## config.mk

```make
export PLATFORM = sky130hd
export DESIGN_NAME = dds_sweep_ctrl
export DESIGN_NICKNAME = d
export VERILOG_FILES = /design/src/rtl/dds_sweep_ctrl_pkg.sv /design/src/rtl/dds_dwell_timer.sv /design/src/rtl/dds_sweep_ctrl.sv
export SDC_FILE = /design/constraint.sdc
export NUM_CORES = 1
export LEC_CHECK = 0
export CORE_ASPECT_RATIO = 0.5
export CORE_MARGIN = 2
export CORE_UTILIZATION = 35
export DETAILED_ROUTE_END_ITERATION = 12
export SETUP_SLACK_MARGIN = 0.5
export SYNTH_ARGS = -nofsm -noshare
export SYNTH_HDL_FRONTEND = slang
export SYNTH_SLANG_ARGS = --single-unit
```

## constraint.sdc

```tcl
create_clock -name clk -period 10.4 [get_ports clk]
set_input_delay 2.08 -clock clk [delete_from_list [all_inputs] [get_ports clk]]
set_output_delay 2.08 -clock clk [all_outputs]
set_load 0.01 [all_outputs]
```

## src/rtl/dds_sweep_ctrl_pkg.sv

```systemverilog
// Shared DDS sweep package: phase width constants and sweep FSM state encoding.
// MW defaults to ROM_PHASE_BIT-1 so the increment width tracks the phase ROM.
// Optional feature macro: DDS_SWEEP_BIDIR_EN (adds the StDown state).
package dds_sweep_ctrl_pkg;

  localparam int unsigned ROM_PHASE_BIT = 16;
  localparam int unsigned DDS_MW        = ROM_PHASE_BIT - 1;
  localparam int unsigned DDS_DW        = 16;

  typedef enum logic [1:0] {
    StIdle = 2'd0,
    StUp   = 2'd1,
    StDone = 2'd2
`ifdef DDS_SWEEP_BIDIR_EN
    ,
    StDown = 2'd3
`endif
  } sweep_state_e;

endpackage

```

## src/rtl/dds_dwell_timer.sv

```systemverilog
// Dwell timer for the DDS sweep: counts DDS sample ticks while enabled and
// emits a one-clk step strobe on the tick that completes the dwell period.
// Ports:
//   clk, rst   clock, asynchronous active-low reset
//   en         counting enable; counter is held cleared while low
//   tick       DDS sample strobe
//   dwell      ticks per step (0 treated as 1)
//   step       combinational strobe, high on the completing tick
module dds_dwell_timer #(
  parameter int unsigned DW = 16
) (
  input  logic          clk,
  input  logic          rst,
  input  logic          en,
  input  logic          tick,
  input  logic [DW-1:0] dwell,
  output logic          step
);

  logic [DW-1:0] count_q, count_d;
  logic [DW-1:0] dwell_eff;
  logic          last;

  always_comb begin
    dwell_eff = (dwell == '0) ? DW'(1) : dwell;
    last      = (count_q == dwell_eff - DW'(1));
    step      = en & tick & last;
    count_d   = count_q;
    if (!en) begin
      count_d = '0;
    end else if (tick) begin
      count_d = last ? '0 : count_q + DW'(1);
    end
  end

  always_ff @(posedge clk or negedge rst) begin
    if (!rst) begin
      count_q <= '0;
    end else begin
      count_q <= count_d;
    end
  end

endmodule

```

## src/rtl/dds_sweep_ctrl.sv

```systemverilog
// DDS frequency sweep controller. On start, latches the sweep configuration and
// steps the phase increment phase_M from m_start towards m_stop by m_step every
// dwell ticks, clamping at m_stop. Optional loop restarts the sweep at the end.
// Optional feature macro: DDS_SWEEP_BIDIR_EN -- sweep back down to m_start after
// reaching m_stop.
// Ports:
//   clk, rst                   clock, asynchronous active-low reset
//   tick                       DDS sample strobe
//   start, stop                sweep start request / abort (stop has priority)
//   m_start, m_stop, m_step    sweep increment range and step size
//   dwell, loop                ticks per step, restart-at-end enable
//   phase_M, m_update          phase increment output and its change pulse
//   busy, done                 sweeping flag, normal completion pulse
module dds_sweep_ctrl
  import dds_sweep_ctrl_pkg::*;
#(
  parameter int unsigned MW = DDS_MW,
  parameter int unsigned DW = DDS_DW
) (
  input  logic          clk,
  input  logic          rst,
  input  logic          tick,
  input  logic          start,
  input  logic          stop,
  input  logic [MW-1:0] m_start,
  input  logic [MW-1:0] m_stop,
  input  logic [MW-1:0] m_step,
  input  logic [DW-1:0] dwell,
  input  logic          loop,
  output logic [MW-1:0] phase_M,
  output logic          m_update,
  output logic          busy,
  output logic          done
);

  sweep_state_e  state_q, state_d;
  logic [MW-1:0] phase_q, phase_d;
  logic          upd_q, upd_d;
  logic [MW-1:0] m_start_q, m_stop_q, m_step_q;
  logic [DW-1:0] dwell_q;
  logic          loop_q;
  logic          load, degen, step, sweeping;
  logic [MW:0]   sum;
  logic [MW-1:0] up_val;

  assign load     = (state_q == StIdle) && start && !stop;
  assign degen    = (m_step == '0) || (m_stop <= m_start);
  assign sweeping = (state_q == StUp)
`ifdef DDS_SWEEP_BIDIR_EN
                    || (state_q == StDown)
`endif
                    ;

  // One extra bit so the add cannot wrap before the clamp.
  assign sum    = {1'b0, phase_q} + {1'b0, m_step_q};
  assign up_val = (sum >= {1'b0, m_stop_q}) ? m_stop_q : sum[MW-1:0];

`ifdef DDS_SWEEP_BIDIR_EN
  logic [MW:0]   diff;
  logic [MW-1:0] dn_val;
  // Borrow in the top bit means we went below zero; clamp at m_start either way.
  assign diff   = {1'b0, phase_q} - {1'b0, m_step_q};
  assign dn_val = (diff[MW] || (diff[MW-1:0] <= m_start_q)) ? m_start_q : diff[MW-1:0];
`endif

  dds_dwell_timer #(
    .DW(DW)
  ) u_dwell_timer (
    .clk  (clk),
    .rst  (rst),
    .en   (sweeping),
    .tick (tick),
    .dwell(dwell_q),
    .step (step)
  );

  always_comb begin
    state_d = state_q;
    phase_d = phase_q;
    upd_d   = 1'b0;
    if (stop) begin
      state_d = StIdle;
    end else begin
      unique case (state_q)
        StIdle: begin
          if (start) begin
            phase_d = m_start;
            upd_d   = 1'b1;
            state_d = degen ? StDone : StUp;
          end
        end
        StUp: begin
          if (step) begin
            if (phase_q == m_stop_q) begin
`ifdef DDS_SWEEP_BIDIR_EN
              state_d = StDown;
              phase_d = dn_val;
              upd_d   = 1'b1;
`else
              if (loop_q) begin
                phase_d = m_start_q;
                upd_d   = 1'b1;
              end else begin
                state_d = StDone;
              end
`endif
            end else begin
              phase_d = up_val;
              upd_d   = 1'b1;
            end
          end
        end
`ifdef DDS_SWEEP_BIDIR_EN
        StDown: begin
          if (step) begin
            if (phase_q == m_start_q) begin
              if (loop_q) begin
                state_d = StUp;
                phase_d = up_val;
                upd_d   = 1'b1;
              end else begin
                state_d = StDone;
              end
            end else begin
              phase_d = dn_val;
              upd_d   = 1'b1;
            end
          end
        end
`endif
        StDone:  state_d = StIdle;
        default: state_d = StIdle;
      endcase
    end
  end

  always_ff @(posedge clk or negedge rst) begin
    if (!rst) begin
      state_q <= StIdle;
      phase_q <= '0;
      upd_q   <= 1'b0;
    end else begin
      state_q <= state_d;
      phase_q <= phase_d;
      upd_q   <= upd_d;
    end
  end

  always_ff @(posedge clk or negedge rst) begin
    if (!rst) begin
      m_start_q <= '0;
      m_stop_q  <= '0;
      m_step_q  <= '0;
      dwell_q   <= '0;
      loop_q    <= 1'b0;
    end else if (load) begin
      m_start_q <= m_start;
      m_stop_q  <= m_stop;
      m_step_q  <= m_step;
      dwell_q   <= dwell;
      loop_q    <= loop;
    end
  end

  assign phase_M  = phase_q;
  assign m_update = upd_q;
  assign busy     = sweeping;
  assign done     = (state_q == StDone);

endmodule
```

==> summary.md <==
| Metric | Value |
|---|---|
| Sum Neg Setup Slack | 0 ns |
| Worst Slack Setup Final | 5.36 ns |
| Setup Crit Path Kind | register to register |
| CP Launch Type | register |
| Critical-path cell list | ha_1 -> inv_1 -> fa_1 -> nor2b_1 -> o2111ai_1 -> and3_1 -> o311ai_0 -> nand3_1 -> and2_1 -> ha_1 -> nor4_1 -> o211ai_1 -> a2111oi_0 -> o21ai_1 -> a31oi_2 -> buf_4 -> mux2i_1 -> a21oi_1 -> mux2_1 |
| Number of synthesized flops with an enable pin | 0 |
| First-pass GRT wire length | 28700 um |
| ANT cells | 0 |
| Die Span Y | 102 um |
| Most frequent cells in the layout | dfrtp_1 (96), clkdlybuf4s50_1 (83), nand2_1 (75) |
| Crit-path max cell delay | 0.49 ns |
| WL final | 17800 um |
| Dpl cells | 1043 |
| Layout Cells excl Fill | 1059 |
| Rows | 35 |
| Setup Buffers After CTS | 0 |
| Fmax | 199 MHz |
| Most common cell after layout, fill and taps aside | dfrtp_1 |
| Mean post-synth cell area | 9.25 um^2 |
| Outcome | complete, no violations |
| TritonCTS sink count | 96 |
| Initial DRC count | 275 |
| Worst-Margin Slew | 0.907 ns |
| Via Count | 5570 |
| Synthesized Nets | 846 |
| Crit end category | register |
| Yosys cell types | 65 |
| Final HPWL DP | 13500 um |
| Synth warn | 0 |
| Area delta synth->final | 19.6% |
| Root buffer cell | clkbuf_16 |
| DRT antenna net count | 0 |
| Worst-path maximum fanout | 11 |
| Normalized max-slew margin | 39.6% |
| Max Cap Viol | 0 |
| Final GP Congestion | 0.846 |
| Required @ worst endpoint | 10.63 ns |
| Initial Utilization | 36.2% |
| CTS max path bufs | 2 |
| Core area | 18700 um^2 |
| Crit-path most repeated cell | ha_1 |
| Final setup viols | 0 |
| Number of port buffers | 84 |
| Hold Crit Start | state_q[1]$_DFFE_PN0P_ |
| DRC | 0 |
| Tmin final | 5.04 ns |
| TritonCTS clock tree | built |
| Reg2reg start | phase_M[0]$_DFFE_PN0P_ |
| Post-Syn Instances | 731 |
| TritonCTS Buffers | 9 |
| Largest net degree at the start of global routing | 85 |
| Total congestion overflow | 0 |
| CP max-delay cell | a31oi_2 |
| Seq/Total Area, Yosys | 35.5% |
| Leak pwr | 0.00342 uW |
| Final instance area | 8080 um^2 |
| DR WL/cell | 16.8 um |
| Post-layout util | 43.3% |
| Final Hold Viols | 0 |
| Origin of the worst setup path | phase_M[0]$_DFFE_PN0P_ |
| RSZ-0062 raised after global routing | false |
| Clock latency on the worst-skew pair | 0.34 ns |
| Die ar. | 20500 um^2 |
| Primary FF master, synth | dfrtp_1 |
| Worst Skew | 0.0135 ns |
| Post_cts resized | 0 |
| DP Area | 7800 um^2 |
| Vias in the first global route | 5351 |
| Max Slew Vio Count | 0 |
| H-tree levels | 3 |
| Final nets | 910 |
| Crit path DAT | 5.26 ns |
| Post-synthesis instance area | 6760 um^2 |
| Power density over the cells | 234 nW/um^2 |
| Worst IR Drop VDD | 0.000165 V |
| Post-CTS Hold Buffers | 0 |
| 1st-pass router iterations | 6 |
| Clock-pin slew on the worst setup and hold paths | 0.07 ns |
| Die width | 201 um |
| Initial antenna violation count | 0 |
| Place WS | 5.42 ns |
| Period utilization | 48.4% |
| Vias/cell | 5.26 |
| # IOs | 85 |
| Layout cell share with drive strength beyond 1 | 10.6% |
| Total track usage | 17.7% |
| Asr flop ratio synth | 100% |
| Number of synthesized register bits | 96 |
| Hold Path Class | register to register |
Yosys cell counts, types with 2 or more instances:
master	count	share of area (%)
o31ai_1	9	1.0
o21ai_0	34	2.5
xor2_1	25	3.2
a21oi_1	36	2.7
nor3_1	13	0.96
nor2_1	27	1.5
clkbuf_1	30	1.7
a41oi_1	2	0.26
o22ai_1	17	1.6
dfrtp_1	96	36
nor4b_1	5	0.65
or4_1	2	0.22
mux2_2	43	7.2
and2_1	2	0.19
ha_1	47	8.7
a211oi_1	6	0.67
or3_1	7	0.65
buf_6	4	0.67
mux2_1	6	1.0
inv_1	46	2.6
xnor2_1	21	2.7
nand2b_1	5	0.46
o21bai_1	3	0.33
nand3_1	19	1.4
nand2_1	75	4.2
o311ai_0	2	0.26
a211o_1	2	0.26
mux2_4	6	1.3
nor4_1	22	2.0
mux2i_1	13	1.9
a21o_1	10	1.1
and3_1	21	1.9
o211ai_1	4	0.44
nand4_1	6	0.56
nor2b_1	5	0.46
a22o_1	2	0.26
nand3b_1	4	0.44
o2111ai_1	2	0.26
buf_2	2	0.15
o21a_1	4	0.44
and4_1	2	0.26
a31oi_1	7	0.65
o21ai_1	15	1.1
flip-flops by register name (all words and copies together), names as in the netlist:
register,cells
m_start_q,15
m_update,1
m_stop_q,15
u_dwell_timer.count_q,16
state_q,2
loop_q,1
phase_M,15
m_step_q,15
dwell_q,16
layer usage:
metal / global-route usage (%) / vias to the layer above / wire, um
met2: 29.5 / 87 / 8240
met5: 0 / - / 0
met3: 2.74 / 12 / 479
met1: 24.6 / 2694 / 8930
li1: - / 2777 / -
met4: 3.53 / 0 / 155
per-stage QoR:
stage | total power [uW] | hold WS, ns
after floorplan | 1270 | 0.441
after global placement | 1550 | 0.482
after detailed placement | 1580 | 0.488
after CTS | 1900 | 0.499
after global routing | 2050 | 0.526
final | 1900 | 0.503
worst max-delay path, delay by kind of cell (launching register included):
| family | cells | cell delay, ns |
|---|---|---|
| compound gates | 7 | 1.80 |
| buf+inv | 2 | 0.38 |
| mux | 2 | 0.52 |
| simple gates | 5 | 1.00 |
| flops | 1 | 0.41 |
| fa+ha+maj | 3 | 0.80 |
layout make-up:
class | instances | area (um^2)
sequential | 96 | 2400
multi-input combinational | 553 | 4020
tap | 259 | 324
fill | 1843 | 10600
clock inverter | 4 | 28.8
timing repair buffer | 89 | 876
clock buffer | 12 | 256
inverter | 46 | 173
path summary, 6_finish.rpt:
path	end	slack, ns	depth (start not counted)
max	phase_M[4]$_DFFE_PN0P_	5.36	19
min reg2reg	state_q[1]$_DFFE_PN0P_	0.50	1
min	state_q[1]$_DFFE_PN0P_	0.50	1
min in group asynchronous	phase_M[7]$_DFFE_PN0P_	1.74	1
max in group asynchronous	dwell_q[1]$_DFFE_PN0P_	7.56	2
max reg2reg	phase_M[4]$_DFFE_PN0P_	5.36	19
cells by family (layout without fill, tap and decap cells):
logic type	after synthesis	count (layout)	share of synthesized area [%]
flip-flops	96	96	35.5
buffers and inverters	82	151	5.04
multiplexers	68	68	11.4
AND/OR/NAND/NOR	227	227	17.8
adder cells (fa/ha/maj)	48	48	9.00
AO/OA/AOI/OAI	164	164	15.2
XOR/XNOR	46	46	5.96
power by group:
group,internal [uW],switching (uW)
combinational,482,537
clock,176,144
sequential,456,101
(Power assumes the default switching activity.)
